<file path="config.mk">
export PLATFORM = sky130hd
export DESIGN_NAME = uart_rx_flat
export DESIGN_NICKNAME = d
export VERILOG_FILES = /design/src/rtl/uart_rx_if.sv /design/src/rtl/uart_rx.sv /design/src/flat_wrapper.sv
export SDC_FILE = /design/constraint.sdc
export NUM_CORES = 1
export LEC_CHECK = 0
export BUFFER_PORTS_ARGS = -buffer_cell sky130_fd_sc_hd__buf_2
export CAP_MARGIN = 5
export CORE_UTILIZATION = 25
export DETAILED_ROUTE_END_ITERATION = 7
export GPL_TIMING_DRIVEN = 0
export HOLD_SLACK_MARGIN = 0.06
export PLACE_DENSITY = 0.41
export SLEW_MARGIN = 30
export SYNTH_ARGS = -nofsm -noshare
export SYNTH_HDL_FRONTEND = slang
export SYNTH_SLANG_ARGS = --single-unit
</file>
<file path="constraint.sdc">
create_clock -name clk_in -period 3.5 [get_ports clk_in]
set_clock_uncertainty 0.15 [all_clocks]
set_input_delay 0.875 -clock clk_in [delete_from_list [all_inputs] [get_ports clk_in]]
set_output_delay 0.875 -clock clk_in [all_outputs]
set_load 0.005 [all_outputs]
</file>
<file path="src/rtl/uart_rx_if.sv">
`timescale 1ns/1ps
`default_nettype none
// ---------------------------------------------------------------
// uart_rx_if : serial line and received-byte outputs of uart_rx, rev 1.0
// ---------------------------------------------------------------
interface uart_rx_if;
  logic       rx_wire_in;
  logic [7:0] data_out;
  logic       valid_out;
  logic       frame_err_out;
  logic       busy_out;

  modport slave (
    input  rx_wire_in,
    output data_out, valid_out, frame_err_out, busy_out
  );

  modport master (
    output rx_wire_in,
    input  data_out, valid_out, frame_err_out, busy_out
  );
endinterface
`default_nettype wire

</file>
<file path="src/rtl/uart_rx.sv">
`timescale 1ns/1ps
`default_nettype none
// ---------------------------------------------------------------
// uart_rx : 8N1 UART receiver, 2-flop synchronizer, mid-bit sampling, rev 1.0
// ---------------------------------------------------------------
module uart_rx #(
  parameter int CLK_FREQ  = 100_000_000,
  parameter int BAUD_RATE = 115_200
) (
  input wire       clk_in,
  input wire       rst_in,
  uart_rx_if.slave bus
);

  localparam int BIT_CYC  = CLK_FREQ / BAUD_RATE;
  localparam int HALF_CYC = BIT_CYC / 2;
  localparam int CNT_W    = (BIT_CYC > 1) ? $clog2(BIT_CYC) : 1;
  localparam logic [CNT_W-1:0] BIT_LAST  = CNT_W'(BIT_CYC - 1);
  localparam logic [CNT_W-1:0] HALF_LAST = CNT_W'(HALF_CYC - 1);

  typedef enum logic [2:0] {
    S_IDLE      = 3'd0,
    S_START     = 3'd1,
    S_DATA      = 3'd2,
    S_STOP      = 3'd3,
    S_WAIT_HIGH = 3'd4
  } state_t;

  state_t           r_state;
  state_t           w_state_next;
  logic             r_sync1;
  logic             r_rx_s;
  logic [CNT_W-1:0] r_cnt;
  logic [2:0]       r_bit_idx;
  logic [7:0]       r_shift;
  logic [7:0]       r_data;
  logic             r_valid;
  logic             r_ferr;

  logic w_cnt_clr;
  logic w_idx_clr;
  logic w_shift_en;
  logic w_stop_ok;
  logic w_stop_bad;
  logic w_half_hit;
  logic w_bit_hit;

  assign w_half_hit = (r_cnt == HALF_LAST);
  assign w_bit_hit  = (r_cnt == BIT_LAST);

  // Synchronizer idles high so reset never looks like a start bit.
  always_ff @(posedge clk_in or posedge rst_in) begin
    if (rst_in) begin
      r_sync1 <= 1'b1;
      r_rx_s  <= 1'b1;
    end else begin
      r_sync1 <= bus.rx_wire_in;
      r_rx_s  <= r_sync1;
    end
  end

  always_ff @(posedge clk_in or posedge rst_in) begin
    if (rst_in) r_state <= S_IDLE;
    else        r_state <= w_state_next;
  end

  always_comb begin
    w_state_next = r_state;
    w_cnt_clr    = 1'b0;
    w_idx_clr    = 1'b0;
    w_shift_en   = 1'b0;
    w_stop_ok    = 1'b0;
    w_stop_bad   = 1'b0;
    case (r_state)
      S_IDLE: begin
        if (!r_rx_s) begin
          w_cnt_clr    = 1'b1;
          w_state_next = S_START;
        end
      end
      S_START: begin
        if (w_half_hit) begin
          w_cnt_clr    = 1'b1;
          w_idx_clr    = 1'b1;
          w_state_next = r_rx_s ? S_IDLE : S_DATA;
        end
      end
      S_DATA: begin
        if (w_bit_hit) begin
          w_cnt_clr  = 1'b1;
          w_shift_en = 1'b1;
          if (r_bit_idx == 3'd7) w_state_next = S_STOP;
        end
      end
      S_STOP: begin
        if (w_bit_hit) begin
          w_cnt_clr = 1'b1;
          if (r_rx_s) begin
            w_stop_ok    = 1'b1;
            w_state_next = S_IDLE;
          end else begin
            w_stop_bad   = 1'b1;
            w_state_next = S_WAIT_HIGH;
          end
        end
      end
      S_WAIT_HIGH: begin
        if (r_rx_s) w_state_next = S_IDLE;
      end
      default: w_state_next = S_IDLE;
    endcase
  end

  always_ff @(posedge clk_in or posedge rst_in) begin
    if (rst_in) begin
      r_cnt     <= '0;
      r_bit_idx <= 3'd0;
      r_shift   <= 8'h00;
      r_data    <= 8'h00;
      r_valid   <= 1'b0;
      r_ferr    <= 1'b0;
    end else begin
      if (w_cnt_clr)
        r_cnt <= '0;
      else if (r_state == S_START || r_state == S_DATA || r_state == S_STOP)
        r_cnt <= r_cnt + CNT_W'(1);

      if (w_idx_clr)       r_bit_idx <= 3'd0;
      else if (w_shift_en) r_bit_idx <= r_bit_idx + 3'd1;

      if (w_shift_en) r_shift <= {r_rx_s, r_shift[7:1]};

      // Strobes land one cycle after the stop sample, with data_out.
      r_valid <= w_stop_ok;
      r_ferr  <= w_stop_bad;
      if (w_stop_ok) r_data <= r_shift;
    end
  end

  assign bus.data_out      = r_data;
  assign bus.valid_out     = r_valid;
  assign bus.frame_err_out = r_ferr;
  assign bus.busy_out      = (r_state != S_IDLE);

endmodule
`default_nettype wire

</file>
<file path="src/flat_wrapper.sv">
// flat-port wrapper written by rule: the top's interface ports become plain ports
module uart_rx_flat 
#(
  parameter int CLK_FREQ  = 100_000_000,
  parameter int BAUD_RATE = 115_200
)
  (clk_in, rst_in, bus_rx_wire_in, bus_data_out, bus_valid_out, bus_frame_err_out, bus_busy_out);
  uart_rx_if bus_i ();
  input wire clk_in;
  input wire rst_in;
  input wire logic [$bits(bus_i.rx_wire_in)-1:0] bus_rx_wire_in;
  output wire logic [$bits(bus_i.data_out)-1:0] bus_data_out;
  output wire logic [$bits(bus_i.valid_out)-1:0] bus_valid_out;
  output wire logic [$bits(bus_i.frame_err_out)-1:0] bus_frame_err_out;
  output wire logic [$bits(bus_i.busy_out)-1:0] bus_busy_out;
  assign bus_i.rx_wire_in = bus_rx_wire_in;
  assign bus_data_out = bus_i.data_out;
  assign bus_valid_out = bus_i.valid_out;
  assign bus_frame_err_out = bus_i.frame_err_out;
  assign bus_busy_out = bus_i.busy_out;
  uart_rx #(.CLK_FREQ(CLK_FREQ), .BAUD_RATE(BAUD_RATE)) u_core (.clk_in(clk_in), .rst_in(rst_in), .bus(bus_i));
endmodule
</file>
### Yosys cells after proc, flatten, opt, wreduce, memory -nomap -nowiden

Index checks and enable logic that the tools add are counted.
Widths: inputs -> output; s select.

* equal/unequal tests: 13
* add/sub/neg operators: 2
* reductions and logical operators: 8
* multiplexer cells: 24

Operators by type and width (count)
* $mux 3: 9
* $mux 10: 2
* $pmux 3 s5: 1
* $add 10x1->10 const B: 1
* $eq 10x10->1 const B: 1
* $eq 10x9->1 const B: 1
* $mux 1: 10
* $ne 2x1->1 const B: 5
* $eq 3x2->1 const B: 2
* $eq 3x3->1 const B: 2
* $reduce_and 6->1: 1
* $reduce_bool 2->1: 2
* $add 3x1->3 const B: 1
* $eq 3x1->1 const B: 1
* $logic_not 3->1: 1
* $pmux 1 s3: 1
* $reduce_bool 3->1: 1
* $logic_or 1x1->1: 2
* $mux 2: 1
* $ne 2x2->1 const B: 1
* $reduce_or 2->1: 1

* input bits: 3
* output and inout port bits: 11
* register bits: 36
* word-level logic and storage cells: 56

### Depth between registers and ports, before layout

* word-level depth: 5
* depth in mapped cells: 6
* gate-level depth less buffers: 6

### Worst setup path after synthesis

No wires, ideal clock.

* kind: register to register
* start point: register u_core.r_cnt[3]
* end point: register u_core.r_data[0] (netlist: u_core.bus.data_out[0])
* data required time: 3.225 ns
* setup time: 0.125 ns
* path slack: 1.417 ns
* buffers on the path: 1
* clock period less this slack: 2.083 ns
* cell stages (with the launch flop): 6
* arrival time: 1.808 ns
* cells stage by stage: dfrtp_1 > buf_6 > or3b_4 > or3_4 > nor2_8 > mux2_2

* cells in the longest elaborated chain, start to end: 3

Ends and longest elaborated chain
* from (decl): RTL line uart_rx.sv:33 `logic [CNT_W-1:0] r_cnt;`
* from (signal assigned): RTL line uart_rx.sv:126 `r_cnt <= r_cnt + CNT_W'(1);`
* $eq 10x10->1: RTL line uart_rx.sv:49 `assign w_bit_hit = (r_cnt == BIT_LAST);`
* $mux 1: RTL line uart_rx.sv:96 `if (w_bit_hit) begin`
* $mux 1: RTL line uart_rx.sv:74 `case (r_state)`
* to (signal assigned): RTL line uart_rx.sv:136 `if (w_stop_ok) r_data <= r_shift;`
* to (decl): RTL line uart_rx.sv:36 `logic [7:0] r_data;`

Every way passes these cells.
A chain may end at the register's enable or synchronous reset.

### Final worst setup path

* start point: register u_core.r_state[0]
* end point: output port bus_busy_out

* cells in the longest elaborated chain, start to end: 1

Ends and longest elaborated chain
* from (decl): RTL line uart_rx.sv:29 `state_t r_state;`
* from (signal assigned): RTL line uart_rx.sv:64 `else r_state <= w_state_next;`
* $reduce_bool 3->1: RTL line uart_rx.sv:143 `assign bus.busy_out = (r_state != S_IDLE);`
* to (decl): RTL line flat_wrapper.sv:15 `output wire logic [$bits(bus_i.busy_out)-1:0] bus_busy_out;`

Every way passes these cells.

==> impl_table.tex <==
\begin{tabular}{lr}
\hline
Metric & Value \\
\hline
\multicolumn{2}{l}{\textbf{Run status}} \\
Result of the run & completed \\
\multicolumn{2}{l}{\textbf{Route}} \\
Drc violations & 0 \\
Routed via count & 1237 \\
Count of nets left with antenna violations after detail routing & 0 \\
First-pass iteration count of the detailed router & 4 \\
Wirelength per Cell & 12.60 um \\
DRT Wirelength & 3327 um \\
Number of vias per cell after detailed routing & 4.686 \\
Starting DRT DRC Count & 55 \\
\multicolumn{2}{l}{\textbf{Floorplan}} \\
Number of primary I/O pins & 14 \\
Starting density of the core & 26.37\% \\
Floorplan core area & 0.006495 mm\^{}2 \\
Count of standard-cell rows & 29 \\
Area of the die & 0.007187 mm\^{}2 \\
Die W & 84.78 um \\
Die Y & 84.78 um \\
\multicolumn{2}{l}{\textbf{Global route}} \\
Number of global-route vias before repair & 1241 \\
Met3 usage in global routing & 3.835\% \\
First-pass GRT wire length & 5961 um \\
GRT Max-Usage Layer & met2 \\
Met1 GRT Util & 14.25\% \\
Initial antenna violation count & 0 \\
Global-route usage over all layers & 10.66\% \\
Largest net degree at the start of global routing & 37 \\
Remaining global-route overflow & 0 \\
Met2 track utilization from global routing & 16.11\% \\
\multicolumn{2}{l}{\textbf{Critical path}} \\
Register-to-register setup slack & 1.27 ns \\
Cell count of the worst reg-to-reg path & 5 \\
Endpoint of the worst register-to-register path & u\_core.bus.data\_out[6]\$\_DFFE\_PP0P\_ \\
Critical R2R Launch & u\_core.r\_state[1]\$\_DFFE\_PP0P\_ \\
CP arrival & 1.45 ns \\
Beginning of the critical path & u\_core.r\_state[0]\$\_DFFE\_PP0P\_ \\
Startpoint-to-endpoint class of the critical path & register to output pin \\
Worst-path maximum fanout & 10 \\
Type of element launching the critical path & register \\
Type of destination of the critical path & output pin \\
Worst endpoint required time & 2.47 ns \\
\multicolumn{2}{l}{\textbf{Clocking}} \\
Total CTS buffers & 5 \\
Cts repair resizes & 0 \\
Clock tree from TritonCTS & yes \\
Clock latency of the later-clocked register in the worst-skew pair & 0.29 ns \\
Clock root cell & sky130\_fd\_sc\_hd\_\_clkbuf\_8 \\
Number of buffers inserted to repair setup after CTS & 0 \\
Number of H-tree levels & 2 \\
Maximum buffer depth of the clock tree & 2 \\
Number of clock sinks & 36 \\
Quantity of hold-fixing buffers added after cts & 0 \\
Clk pin slew, worst setup/hold paths & 0.08 ns \\
\multicolumn{2}{l}{\textbf{Synthesis}} \\
Cell types occupying the most area after synthesis & sky130\_fd\_sc\_hd\_\_dfrtp\_1 (50\%), sky130\_fd\_sc\_hd\_\_nand2\_1 (7.2\%), sky130\_fd\_sc\_hd\_\_mux2\_2 (5.3\%) \\
Largest family of logic cells by synthesized area & simple AND/OR/NAND/NOR gates \\
Share of synthesized area spent on multiplexers & 5.259\% \\
Count of flip-flops with a built-in enable after synthesis & 0 \\
Most numerous cell in the Yosys netlist & sky130\_fd\_sc\_hd\_\_dfrtp\_1 \\
Area share of the largest cell type after synthesis & 49.67\% \\
Area fraction in compound gates after synthesis & 4.675\% \\
Syn Std Cell Area & 0.001713 mm\^{}2 \\
Number of distinct library cell variants in the gate-level netlist after synthesis & 39 \\
Sequential element share of the synthesized area & 52.74\% \\
YS warnings & 0 \\
Fraction of synthesis flops using an asynchronous set or reset pin & 100.0\% \\
Net Count, Synth & 173 \\
Dominant synthesized flop cell & sky130\_fd\_sc\_hd\_\_dfrtp\_1 \\
Dominant cell type by area after synthesis & sky130\_fd\_sc\_hd\_\_dfrtp\_1 \\
Post-synthesis sequential element count & 36 \\
Synth Instances & 166 \\
Adder-cell share of the synthesized area & 2.922\% \\
Synthesized-area fraction occupied by and/or/nand/nor cells & 26.66\% \\
Xor-xnor portion of the synthesized cell area & 4.602\% \\
Synthesized area per cell & 10.32 um\^{}2 \\
Most frequent cells after synthesis & sky130\_fd\_sc\_hd\_\_dfrtp\_1 (34), sky130\_fd\_sc\_hd\_\_nand2\_1 (33), sky130\_fd\_sc\_hd\_\_nor2\_1 (17) \\
\multicolumn{2}{l}{\textbf{STA}} \\
Peak clock frequency supported by timing & 0.4043 GHz \\
Final-layout setup total negative slack & 0 ns \\
Worst max-slew margin expressed relative to the limit & 49.23\% \\
Setup-failing EPs final & 0 \\
Final hold viol count & 0 \\
Worst slew pin tran & 0.7605 ns \\
Worst-case hold slack & 0.2110 ns \\
Final critical path time including I/O delays and setup & 2.473 ns \\
Setup repair after global routing missed its margin & false \\
Max-slew violation count & 0 \\
Final worst-path cycle share & 70.67\% \\
\multicolumn{2}{l}{\textbf{Worst hold path}} \\
Destination of the worst hold path & u\_core.r\_rx\_s\$\_DFF\_PP1\_ \\
Hold Startpoint & u\_core.r\_sync1\$\_DFF\_PP1\_ \\
Instance count along the most critical hold path & 0 \\
Hold Path Class & register to register \\
\multicolumn{2}{l}{\textbf{Placed design}} \\
Buffers on Ports & 13 \\
Weighted congestion at the end of routability-driven global placement & 0.8069 \\
Detailed-placement wirelength estimate & 2365 um \\
\multicolumn{2}{l}{\textbf{Power}} \\
Standby leakage power & 0.9549 nW \\
Power Density & 400.7 mW/mm\^{}2 \\
IR Drop Worst-Case VDD & 0.2063 mV \\
\multicolumn{2}{l}{\textbf{Cells and area}} \\
Fraction of layout cells with a size suffix above 1 & 21.93\% \\
Area overhead of the layout relative to synthesis & 15.92\% \\
Count of antenna diodes in the layout & 0 \\
Fillers & 661 \\
Number of nets in the layout & 193 \\
\multicolumn{2}{l}{\textbf{Run}} \\
Number of violations of the max-capacitance limit & 0 \\
\hline
\end{tabular}
## how the worst max path moves through the flow
stage,end,slack [ns]
2_1_floorplan,u_core.bus.data_out[0]$_DFFE_PP0P_,1.42
3_3_place_gp,u_core.bus.frame_err_out$_DFF_PP0_,1.16
3_5_place_dp,u_core.bus.data_out[6]$_DFFE_PP0P_,1.27
4_1_cts,bus_busy_out,1.01
5_1_grt,bus_busy_out,0.93
6_report,bus_busy_out,1.03
## stage by stage
stage	cells	cell area (um^2)	power [W]	util [%]	worst slack, ns
4_1_cts	264	1986	0.0008121	30.57	1.008
2_1_floorplan	166	1713	0.0004343	-	1.417
3_5_place_dp	256	1874	0.0004391	28.86	1.273
3_3_place_gp	256	1874	0.0004384	28.86	1.160
5_1_grt	264	1986	0.0008347	30.57	0.9348
6_report	264	1986	0.0007956	30.57	1.027
## area by class of cell
class                      count  area (um^2)  share of cell area (%)
sequential                    36        903.4                   45.49
multi-input combinational    118        755.7                   38.06
tap                           77        96.34                   4.852
clock buffer                   5        68.82                   3.466
timing repair buffer          13        65.06                   3.277
clock inverter                 3        42.54                   2.142
buffer                         6        31.28                   1.575
inverter                       6        22.52                   1.134
## where the power goes
part | switching [W] | total (W) | internal [W]
sequential | 0.00000148 | 0.000419 | 0.000418
clock | 0.000155 | 0.000366 | 0.000211
combinational | 0.00000936 | 0.0000106 | 0.00000124
## flip-flops by register name, indices dropped and copies added, names as in the netlist
name	cells
u_core.r_shift	8
u_core.r_sync1	1
u_core.bus.valid_out	1
u_core.r_bit_idx	3
u_core.r_rx_s	1
u_core.bus.data_out	8
u_core.r_state	3
u_core.bus.frame_err_out	1
u_core.r_cnt	10
## worst max-delay path, cell delays in order (launching register included)
cell and delay (ns):
sky130_fd_sc_hd__dfrtp_1 0.46, sky130_fd_sc_hd__clkbuf_1 0.23, sky130_fd_sc_hd__or3_1 0.34, sky130_fd_sc_hd__buf_2 0.13
## logic make-up after synthesis
group	Yosys count
compound gates	11
xor+xnor	9
fa+ha+maj	4
buf+inv	12
flops	36
mux	8
simple gates	86
## routing by layer
layer | up-vias | wire, um
met3 | 7 | 167
met1 | 592 | 1611
met4 | 0 | 47
met5 | - | 0
li1 | 608 | -
met2 | 30 | 1501
## layout by cell type (no fill, tap or decap), types with 2 or more instances in the layout
master | Yosys | routed
sky130_fd_sc_hd__xnor2_1 | 8 | 8
sky130_fd_sc_hd__mux2_2 | 8 | 8
sky130_fd_sc_hd__or3_1 | 2 | 2
sky130_fd_sc_hd__nor3_1 | 8 | 8
sky130_fd_sc_hd__a221o_1 | 2 | 2
sky130_fd_sc_hd__nand3_1 | 5 | 5
sky130_fd_sc_hd__inv_1 | 6 | 5
sky130_fd_sc_hd__nand2_1 | 33 | 33
sky130_fd_sc_hd__buf_2 | 1 | 14
sky130_fd_sc_hd__dfrtp_1 | 34 | 34
sky130_fd_sc_hd__nor2_1 | 17 | 17
sky130_fd_sc_hd__dfstp_2 | 2 | 2
sky130_fd_sc_hd__clkbuf_1 | 4 | 4
sky130_fd_sc_hd__a21oi_1 | 3 | 3
sky130_fd_sc_hd__clkbuf_8 | 0 | 5
sky130_fd_sc_hd__ha_1 | 4 | 4
sky130_fd_sc_hd__nand4_1 | 2 | 2
sky130_fd_sc_hd__nor4_1 | 4 | 4
sky130_fd_sc_hd__and3_1 | 2 | 2
Power figures use the tool's default switching activity.
